--- config.mk ---
export PLATFORM = sky130hd
export DESIGN_NAME = multicycle_ctrl
export DESIGN_NICKNAME = d
export VERILOG_FILES = /design/src/rtl/cpu_ctrl_pkg.sv /design/src/rtl/multicycle_ctrl_decode.sv /design/src/rtl/multicycle_ctrl.sv
export SDC_FILE = /design/constraint.sdc
export NUM_CORES = 1
export LEC_CHECK = 0
export CORE_MARGIN = 5
export CORE_UTILIZATION = 48
export CTS_CLUSTER_SIZE = 16
export DETAILED_ROUTE_END_ITERATION = 6
export PLACE_DENSITY_LB_ADDON = 0.05
export SYNTH_ARGS = -nofsm -noshare
export SYNTH_HDL_FRONTEND = slang
export SYNTH_HIERARCHICAL = 1
export SYNTH_SLANG_ARGS = --single-unit
--- constraint.sdc ---
create_clock -name clk_i -period 2.14 [get_ports clk_i]
set_clock_uncertainty 0.2 [all_clocks]
set_input_delay 0.214 -clock clk_i [delete_from_list [all_inputs] [get_ports clk_i]]
set_output_delay 0.214 -clock clk_i [all_outputs]
set_load 0.05 [all_outputs]
--- src/rtl/cpu_ctrl_pkg.sv ---
`default_nettype none
// ============================================================================
//  Module      : cpu_ctrl_pkg
//  Description : Shared types and constants for the multi-cycle RV32I-subset
//                control path: FSM state encoding, major opcodes, and the
//                ALU operand / operation select codes also used by the
//                datapath top.
//  Revision    : 1.0 - initial release
// ============================================================================
package cpu_ctrl_pkg;

    // Controller states. IDLE must stay at 0 because it is the reset state
    // and the value seen on the debug state output out of reset.
    typedef enum logic [3:0] {
        S_IDLE     = 4'd0,
        S_FETCH    = 4'd1,
        S_DECODE   = 4'd2,
        S_EXEC_R   = 4'd3,
        S_EXEC_I   = 4'd4,
        S_MEM_ADDR = 4'd5,
        S_MEM_RD   = 4'd6,
        S_MEM_WR   = 4'd7,
        S_WB_ALU   = 4'd8,
        S_WB_MEM   = 4'd9,
        S_BRANCH   = 4'd10,
        S_HALT     = 4'd11
    } state_t;

    // Major opcodes (instr[6:0]) understood by the controller.
    localparam logic [6:0] OP_R      = 7'b0110011;
    localparam logic [6:0] OP_I      = 7'b0010011;
    localparam logic [6:0] OP_LOAD   = 7'b0000011;
    localparam logic [6:0] OP_STORE  = 7'b0100011;
    localparam logic [6:0] OP_BRANCH = 7'b1100011;

    // Branch sense (instr[14:12]).
    localparam logic [2:0] F3_BEQ = 3'b000;
    localparam logic [2:0] F3_BNE = 3'b001;

    // ALU operand A select.
    localparam logic [1:0] ALU_A_PC     = 2'b00;
    localparam logic [1:0] ALU_A_RS1    = 2'b01;
    localparam logic [1:0] ALU_A_OLD_PC = 2'b10;

    // ALU operand B select.
    localparam logic [1:0] ALU_B_RS2  = 2'b00;
    localparam logic [1:0] ALU_B_FOUR = 2'b01;
    localparam logic [1:0] ALU_B_IMM  = 2'b10;

    // Operation class handed to ALU_Ctrl.
    localparam logic [1:0] ALU_OP_ADD   = 2'b00;
    localparam logic [1:0] ALU_OP_SUB   = 2'b01;
    localparam logic [1:0] ALU_OP_RTYPE = 2'b10;
    localparam logic [1:0] ALU_OP_ITYPE = 2'b11;

    // Branch resolution from the rs1-rs2 subtraction zero flag. Branch
    // kinds other than beq/bne are not supported and fall through.
    function automatic logic branch_taken(input logic [2:0] funct3,
                                          input logic       zero);
        logic taken;
        case (funct3)
            F3_BEQ:  taken = zero;
            F3_BNE:  taken = ~zero;
            default: taken = 1'b0;
        endcase
        return taken;
    endfunction

endpackage : cpu_ctrl_pkg
`default_nettype wire

--- src/rtl/multicycle_ctrl_decode.sv ---
`default_nettype none
// ============================================================================
//  Module      : multicycle_ctrl_decode
//  Description : Purely combinational output decoder for the multi-cycle
//                controller. Maps the current state (plus the memory ready,
//                ALU zero and funct3 inputs where needed) to every datapath
//                select and enable.
//  Revision    : 1.0 - initial release
// ============================================================================
module multicycle_ctrl_decode
    import cpu_ctrl_pkg::*;
(
    input  state_t      state_i,
    input  logic        mem_ready_i,
    input  logic        zero_i,
    input  logic [2:0]  funct3_i,
    output logic        pc_write_o,
    output logic        pc_src_o,
    output logic        iord_o,
    output logic        mem_read_o,
    output logic        mem_write_o,
    output logic        ir_write_o,
    output logic        reg_write_o,
    output logic        mem_to_reg_o,
    output logic [1:0]  alu_src_a_o,
    output logic [1:0]  alu_src_b_o,
    output logic [1:0]  alu_op_o,
    output logic        illegal_o
);

    // Per-state control decode; everything defaults to 0 so each state only
    // lists the signals it actually drives.
    always_comb begin
        pc_write_o   = 1'b0;
        pc_src_o     = 1'b0;
        iord_o       = 1'b0;
        mem_read_o   = 1'b0;
        mem_write_o  = 1'b0;
        ir_write_o   = 1'b0;
        reg_write_o  = 1'b0;
        mem_to_reg_o = 1'b0;
        alu_src_a_o  = ALU_A_PC;
        alu_src_b_o  = ALU_B_RS2;
        alu_op_o     = ALU_OP_ADD;
        illegal_o    = 1'b0;

        case (state_i)
            S_FETCH: begin
                // PC+4 is computed while the instruction is read; both the
                // IR and the PC only commit on the cycle memory completes.
                mem_read_o  = 1'b1;
                iord_o      = 1'b0;
                alu_src_a_o = ALU_A_PC;
                alu_src_b_o = ALU_B_FOUR;
                alu_op_o    = ALU_OP_ADD;
                pc_src_o    = 1'b0;
                ir_write_o  = mem_ready_i;
                pc_write_o  = mem_ready_i;
            end
            S_DECODE: begin
                // Speculative branch target (old PC + imm) into ALUOut.
                alu_src_a_o = ALU_A_OLD_PC;
                alu_src_b_o = ALU_B_IMM;
                alu_op_o    = ALU_OP_ADD;
            end
            S_EXEC_R: begin
                alu_src_a_o = ALU_A_RS1;
                alu_src_b_o = ALU_B_RS2;
                alu_op_o    = ALU_OP_RTYPE;
            end
            S_EXEC_I: begin
                alu_src_a_o = ALU_A_RS1;
                alu_src_b_o = ALU_B_IMM;
                alu_op_o    = ALU_OP_ITYPE;
            end
            S_MEM_ADDR: begin
                alu_src_a_o = ALU_A_RS1;
                alu_src_b_o = ALU_B_IMM;
                alu_op_o    = ALU_OP_ADD;
            end
            S_MEM_RD: begin
                mem_read_o = 1'b1;
                iord_o     = 1'b1;
            end
            S_MEM_WR: begin
                mem_write_o = 1'b1;
                iord_o      = 1'b1;
            end
            S_WB_ALU: begin
                reg_write_o  = 1'b1;
                mem_to_reg_o = 1'b0;
            end
            S_WB_MEM: begin
                reg_write_o  = 1'b1;
                mem_to_reg_o = 1'b1;
            end
            S_BRANCH: begin
                // rs1 - rs2 sets the zero flag; the target already sits in
                // ALUOut from DECODE.
                alu_src_a_o = ALU_A_RS1;
                alu_src_b_o = ALU_B_RS2;
                alu_op_o    = ALU_OP_SUB;
                pc_src_o    = 1'b1;
                pc_write_o  = branch_taken(funct3_i, zero_i);
            end
            S_HALT: begin
                illegal_o = 1'b1;
            end
            default: begin
            end
        endcase
    end

endmodule : multicycle_ctrl_decode
`default_nettype wire

--- src/rtl/multicycle_ctrl.sv ---
`default_nettype none
// ============================================================================
//  Module      : multicycle_ctrl
//  Description : Multi-cycle control FSM for the RV32I-subset datapath.
//                Holds the state register, next-state logic and the retired
//                instruction counter; output decode is delegated to
//                multicycle_ctrl_decode.
//  Revision    : 1.0 - initial release
// ============================================================================
module multicycle_ctrl
    import cpu_ctrl_pkg::*;
(
    input  logic        clk_i,
    input  logic        rst_n,
    input  logic [6:0]  opcode_i,
    input  logic [2:0]  funct3_i,
    input  logic        zero_i,
    input  logic        mem_ready_i,
    output logic        pc_write_o,
    output logic        pc_src_o,
    output logic        iord_o,
    output logic        mem_read_o,
    output logic        mem_write_o,
    output logic        ir_write_o,
    output logic        reg_write_o,
    output logic        mem_to_reg_o,
    output logic [1:0]  alu_src_a_o,
    output logic [1:0]  alu_src_b_o,
    output logic [1:0]  alu_op_o,
    output logic        illegal_o,
    output logic [31:0] retired_o,
    output logic [3:0]  state_o
);

    state_t      r_state;
    state_t      w_next_state;
    logic        w_retire;
    logic [31:0] r_retired;

    // Next-state selection; w_retire flags the transitions that complete an
    // instruction and return to FETCH.
    always_comb begin
        w_next_state = r_state;
        w_retire     = 1'b0;

        case (r_state)
            S_IDLE: begin
                w_next_state = S_FETCH;
            end
            S_FETCH: begin
                if (mem_ready_i) begin
                    w_next_state = S_DECODE;
                end
            end
            S_DECODE: begin
                case (opcode_i)
                    OP_R:               w_next_state = S_EXEC_R;
                    OP_I:               w_next_state = S_EXEC_I;
                    OP_LOAD, OP_STORE:  w_next_state = S_MEM_ADDR;
                    OP_BRANCH:          w_next_state = S_BRANCH;
                    default:            w_next_state = S_HALT;
                endcase
            end
            S_EXEC_R, S_EXEC_I: begin
                w_next_state = S_WB_ALU;
            end
            S_MEM_ADDR: begin
                // Only loads and stores reach here, so anything that is not
                // a store is a load.
                w_next_state = (opcode_i == OP_STORE) ? S_MEM_WR : S_MEM_RD;
            end
            S_MEM_RD: begin
                if (mem_ready_i) begin
                    w_next_state = S_WB_MEM;
                end
            end
            S_MEM_WR: begin
                if (mem_ready_i) begin
                    w_next_state = S_FETCH;
                    w_retire     = 1'b1;
                end
            end
            S_WB_ALU, S_WB_MEM, S_BRANCH: begin
                w_next_state = S_FETCH;
                w_retire     = 1'b1;
            end
            S_HALT: begin
                // Only reset leaves HALT.
                w_next_state = S_HALT;
            end
            default: begin
                w_next_state = S_IDLE;
            end
        endcase
    end

    // State register; reset aborts whatever instruction is in flight.
    always_ff @(posedge clk_i or negedge rst_n) begin
        if (!rst_n) begin
            r_state <= S_IDLE;
        end else begin
            r_state <= w_next_state;
        end
    end

    // Retired-instruction counter, free-running with natural wrap.
    always_ff @(posedge clk_i or negedge rst_n) begin
        if (!rst_n) begin
            r_retired <= 32'd0;
        end else if (w_retire) begin
            r_retired <= r_retired + 32'd1;
        end
    end

    multicycle_ctrl_decode u_decode (
        .state_i      (r_state),
        .mem_ready_i  (mem_ready_i),
        .zero_i       (zero_i),
        .funct3_i     (funct3_i),
        .pc_write_o   (pc_write_o),
        .pc_src_o     (pc_src_o),
        .iord_o       (iord_o),
        .mem_read_o   (mem_read_o),
        .mem_write_o  (mem_write_o),
        .ir_write_o   (ir_write_o),
        .reg_write_o  (reg_write_o),
        .mem_to_reg_o (mem_to_reg_o),
        .alu_src_a_o  (alu_src_a_o),
        .alu_src_b_o  (alu_src_b_o),
        .alu_op_o     (alu_op_o),
        .illegal_o    (illegal_o)
    );

    assign retired_o = r_retired;
    assign state_o   = r_state;

endmodule : multicycle_ctrl
`default_nettype wire

After elaboration in Yosys (flattened, before gate mapping) --
Index checks and enable logic that the tools add are counted.
Word-level totals: bits in registers 36, input port bits 14, output and inout port bits 51, logic and storage cells 57
Cells by class: $add $sub $neg 1, equal/unequal tests 20, mux-type cells 21, bitwise operators 1, reduce and logical (&&, ||, !) cells 12
Operator list (number):
- $add A32 B1 Y32 const B | 1
- $pmux W4 S8 | 1
- $eq A4 B3 Y1 const B | 4
- $eq A4 B4 Y1 const B | 4
- $pmux W4 S4 | 1
- $eq A7 B6 Y1 const B | 2
- $mux W4 | 3
- $mux W1 | 10
- $reduce_or A2 Y1 | 5
- $eq A4 B2 Y1 const B | 2
- $pmux W2 S2 | 2
- $reduce_or A4 Y1 | 2
- $eq A7 B2 Y1 const B | 1
- $eq A7 B5 Y1 const B | 1
- $eq A7 B7 Y1 const B | 1
- $ne A2 B2 Y1 const B | 3
- $pmux W1 S2 | 3
- $pmux W2 S3 | 1
- $reduce_or A3 Y1 | 2
- $eq A4 B1 Y1 const B | 1
- $logic_not A4 Y1 | 1
- $eq A3 B1 Y1 const B | 1
- $logic_not A3 Y1 | 1
- $reduce_and A3 Y1 | 1
- $not A1 Y1 | 1

Longest topological paths before layout --
word-level depth 4, gate-level depth with buffers 6, depth with buffers taken out 5

Hierarchy --
The synthesis kept the hierarchy.
By module, submodules not included:
- multicycle_ctrl | times used 1, cells each 191, area each 2037.0 um^2, seq. area each 900.9 um^2
- multicycle_ctrl_decode | times used 1, cells each 32, area each 255.2 um^2, seq. area each 0.0 um^2

Worst setup path after synthesis --
No wires, ideal clock.
path kind reg-to-output, start point register r_state[0], in the netlist state_o[0], end point output port mem_to_reg_o, data arrival time 2.609 ns, required time 1.726 ns, slack -0.883 ns, cell stages (with the launch flop) 4, buffers on the path 1, cell sequence dfrtp_1 > buf_4 > inv_1 > nor4b_1
On the way: longest elaborated chain between the ends 2
RTL lines:
- start, declared | line multicycle_ctrl.sv:35 | state_t r_state;
- start signal, assigned | line multicycle_ctrl.sv:102 | r_state <= w_next_state;
- $eq A4 B4 Y1 | line multicycle_ctrl_decode.sv:47 | case (state_i)
- $mux W1 | line multicycle_ctrl_decode.sv:47
- end, declared | line multicycle_ctrl.sv:26 | output logic mem_to_reg_o,
Every way passes these cells.

Final worst setup path --
start point register r_state[2], in the netlist state_o[2], end point output port alu_op_o[0]
On the way: longest elaborated chain between the ends 2, elaborated cells between the ends (all ways) 4, those cells by class eq/ne (3); mux (1)
RTL lines:
- $eq A4 B4 Y1 (tied with other cells) | line multicycle_ctrl_decode.sv:47
- $pmux W2 S3 * | line multicycle_ctrl_decode.sv:47
- end, declared | line multicycle_ctrl.sv:29 | output logic [1:0] alu_op_o,
Mark *: on every way between the ends. The rest lies on a longest branch, timed or not.

==> impl_metrics.csv <==
group,metric,value,unit
yosys,syn_nets,238,
timing,hold_violations,0,
die,die_area,6260,um^2
clock_tree,clock-root-buffer,"clkbuf_8",
grt,grt_pass1_wl,9.54,mm
die,core_area,4690,um^2
yosys,synth-main-ff-cell,"dfrtp_1",
yosys,syn_inst,223,
finish,n_antenna_cell,0,
critical_path,crit_family,"flip-flops",
finish,regArea,915,um^2
clock_tree,cts_max_path_buffers,2,
critical_path,cpMaxStageDelayCell,"dfrtp_2",
timing,post-route-min-period,2.08,ns
clock_tree,clkSlewWorstSetupHoldPaths,0.07,ns
critical_path,reg2reg_to,"retired_o[20]",
power,vdd_drop_max,0.828,mV
finish,drive_gt1_frac,0.294,
yosys,synth_fa_ha_area_frac,0.00546,
critical_path,cp_max_fo,14,
finish,multi_input_area,1350,um^2
grt,overflow,0,
grt,grt_max_degree,37,
die,pin_count,65,
finish,num-fill-cells,356,
grt,grt_pass1_vias,2007,
timing,tightest_slew,0.509,ns
power,p_clk_frac,0.146,
critical_path,endpoint_kind,"primary output",
die,die_height,79.1,um
critical_path,cp.arrival,1.67,ns
clock_tree,ctsResizeCount,0,
run,max_cap_violations,0,
yosys,synth_warnings,6,
clock_tree,clkLatencyLatePin,0.28,ns
place,hpwl,3.90,mm
power,p_sw_frac,0.445,
clock_tree,cts_tree,"built",
place,gp_congestion,0.839,
yosys,synth-xor-area-share,0.126,
clock_tree,htreeDepth,2,
detailed_routing,postRouteAntennaNets,0,
grt,grt_use_total,0.189,
yosys,synth_edf_count,0,
yosys,synthSimpleGateAreaFrac,0.350,
timing,fin_crit_sh,0.972,
grt,antenna_found_initial,0,
detailed_routing,dr_total_vias,2014,
critical_path,path_buf_inv,2,
detailed_routing,vias_per_cell,5.64,
power,power,3.42,mW
critical_path,rrSetupSlack,0.10,ns
finish,fin_nets,317,
yosys,ys_seq_elements,36,
critical_path,worst-r2r-cell-count,6,
detailed_routing,drtIter0Drc,78,
timing,setup_tns,0,ns
detailed_routing,drc,0,
yosys,syn-cell-area,2290,um^2
finish,final_core_util,0.718,
detailed_routing,first_pass_iters,4,
yosys,synth_top_family_by_area,"simple AND/OR/NAND/NOR gates",
critical_path,cp-start-kind,"flop",
power,pwr-share-seq,0.256,
critical_path,cp.required,1.73,ns
critical_path,path_cells,"buf_4 > or3b_1 > a21oi_2 > buf_12",
run_status,status,"finished, final reports clean",
finish,synthToLayoutAreaGrowth,46.9,%
die,die_w,79.1,um
timing,clock.fmax,481,MHz
finish,final_cell_area,3370,um^2
timing,final_max_slew_viol_count,0,
die,num_rows,25,
yosys,async_flop_share,1.00,
yosys,synth_compound_area_frac,0.0781,
detailed_routing,post_drt_wl_per_cell,15.7,um
place,dpl-instance-area,3210,um^2
yosys,syn-mean-instance-area,10.3,um^2
clock_tree,cts_buffers,5,
timing,slew_headroom,0.660,
clock_tree,clock-sinks,36,
critical_path,critPathMaxStageDelay,0.43,ns
power,p_leak,1.46,nW
timing,setup_viol,0,
power,internal_power,1.90,mW
die,initial_core_util,0.489,
min_path,hold_class,"in2async",
clock_tree,cts_hold_buf,0,
yosys,synth_seq_area_share,0.393,
critical_path,r2r_start,"retired_o[0]",
critical_path,path_class,"reg2out",
detailed_routing,routed_wl,5.59,mm
timing,rsz0062_at_grt,"yes",
power,powerDensity,1010,nW/um^2
yosys,muxShareOfSynthArea,0.00873,
yosys,synth.distinct_cells,60,
power,combPwrFrac,0.598,
place,portBuffers,64,
power,power_switching,1.52,mW
-- final cells by class --
cell class | instances | area share
clock inverter | 1 | 0.00223
clock buffer | 7 | 0.0256
tap | 54 | 0.0201
multi-input combinational | 175 | 0.401
sequential | 36 | 0.272
inverter | 1 | 0.00111
timing repair buffer | 83 | 0.278
-- registers in the layout, indices dropped and copies added (netlist names) --
register and count:
state_o 4, retired_o 32
-- metal layers --
metal	global-route usage	part of all wire	vias up
met1	0.230	0.42	961
met2	0.321	0.50	65
li1	-	-	976
met3	0.0544	0.059	12
met5	0	0	-
met4	0.0601	0.019	0
-- repair_timing --
| action | in CTS | in global routing |
|---|---|---|
| buffers inserted | 4 | 4 |
| pin swaps | 0 | 0 |
| setup endpoints to repair | 1 | 10 |
-- cell families (layout without fill, tap and decap cells) --
kind of cell / after synthesis / after routing
muxes: 2 / 2
xor gates and xnor gates: 33 / 33
buffers and inverters: 12 / 92
adders and majority gates: 1 / 1
and+or+nand+nor: 116 / 116
AOI/OAI and AO/OA: 23 / 23
DFF: 36 / 36
-- cell usage in the layout (no fill, tap or decap), types with 4 or more instances in the layout --
master,netlist,routed
buf_12,0,16
nor3_1,8,8
a21oi_2,1,4
xor2_1,24,24
nor4_1,7,7
xnor2_1,9,9
nand3_1,6,6
and2_1,6,4
buf_4,1,22
nand2_1,21,21
nand4_1,12,12
clkbuf_8,0,6
nor2_1,6,6
nand2b_1,4,4
nand3b_1,5,5
dfrtp_1,36,25
dfrtp_2,0,11
o21ai_0,4,4
clkdlybuf4s50_1,0,45
-- metrics by stage --
| step | instances | worst slack, ns | hold WS [ns] |
|---|---|---|---|
| after floorplan | 223 | -0.0384 | -0.282 |
| final | 357 | 0.0607 | 0.137 |
| after global placement | 341 | 0.140 | 0.278 |
| after detailed placement | 341 | 0.0517 | 0.275 |
| after CTS | 353 | 0.00331 | 0.144 |
| after global routing | 357 | -0.0409 | 0.174 |
-- worst max path at each step --
stage,slack (ns),depth (start not counted),from,end
6_report,0.06,4,state_o[2],alu_op_o[0]
5_1_grt,-0.04,6,retired_o[0],retired_o[30]
4_1_cts,0.003,4,state_o[2],alu_op_o[0]
3_5_place_dp,0.05,5,mem_ready_i,retired_o[8]
3_3_place_gp,0.14,5,mem_ready_i,retired_o[27]
2_1_floorplan,-0.04,3,state_o[0],mem_to_reg_o
-- cell usage after synthesis (2+ instances only) --
cell type,instances,area share
nand2b_1,4,0.011
or2_2,3,0.0082
mux2i_1,2,0.0087
and3_1,3,0.0082
nand4_1,12,0.033
xor2_1,24,0.092
nor3_1,8,0.017
nor4_1,7,0.019
nor4b_2,2,0.013
clkbuf_1,2,0.0033
nand3b_1,5,0.016
nor4b_1,2,0.0076
a32o_1,2,0.0087
xnor2_1,9,0.034
dfrtp_1,36,0.39
a211o_1,2,0.0076
nor4_2,3,0.016
nor2_1,6,0.0098
buf_6,5,0.025
o21ai_0,4,0.0087
nor2b_1,3,0.0082
nor4b_4,2,0.021
nand3_1,6,0.013
nand2_1,21,0.034
buf_2,2,0.0044
and4_1,3,0.011
a21oi_1,5,0.011
and2_1,6,0.016
or3b_1,3,0.011
-- power by group through the flow --
stage               clock (mW)  combinational [mW]  sequential, mW
floorplan                    0                1.01            1.15
global placement             0                1.92           0.935
detailed placement           0                1.93           0.938
CTS                      0.514                2.03           0.881
global route             0.548                2.16           0.894
finish                   0.501                2.04           0.875
No activity file was read; power rests on OpenSTA's default activity.
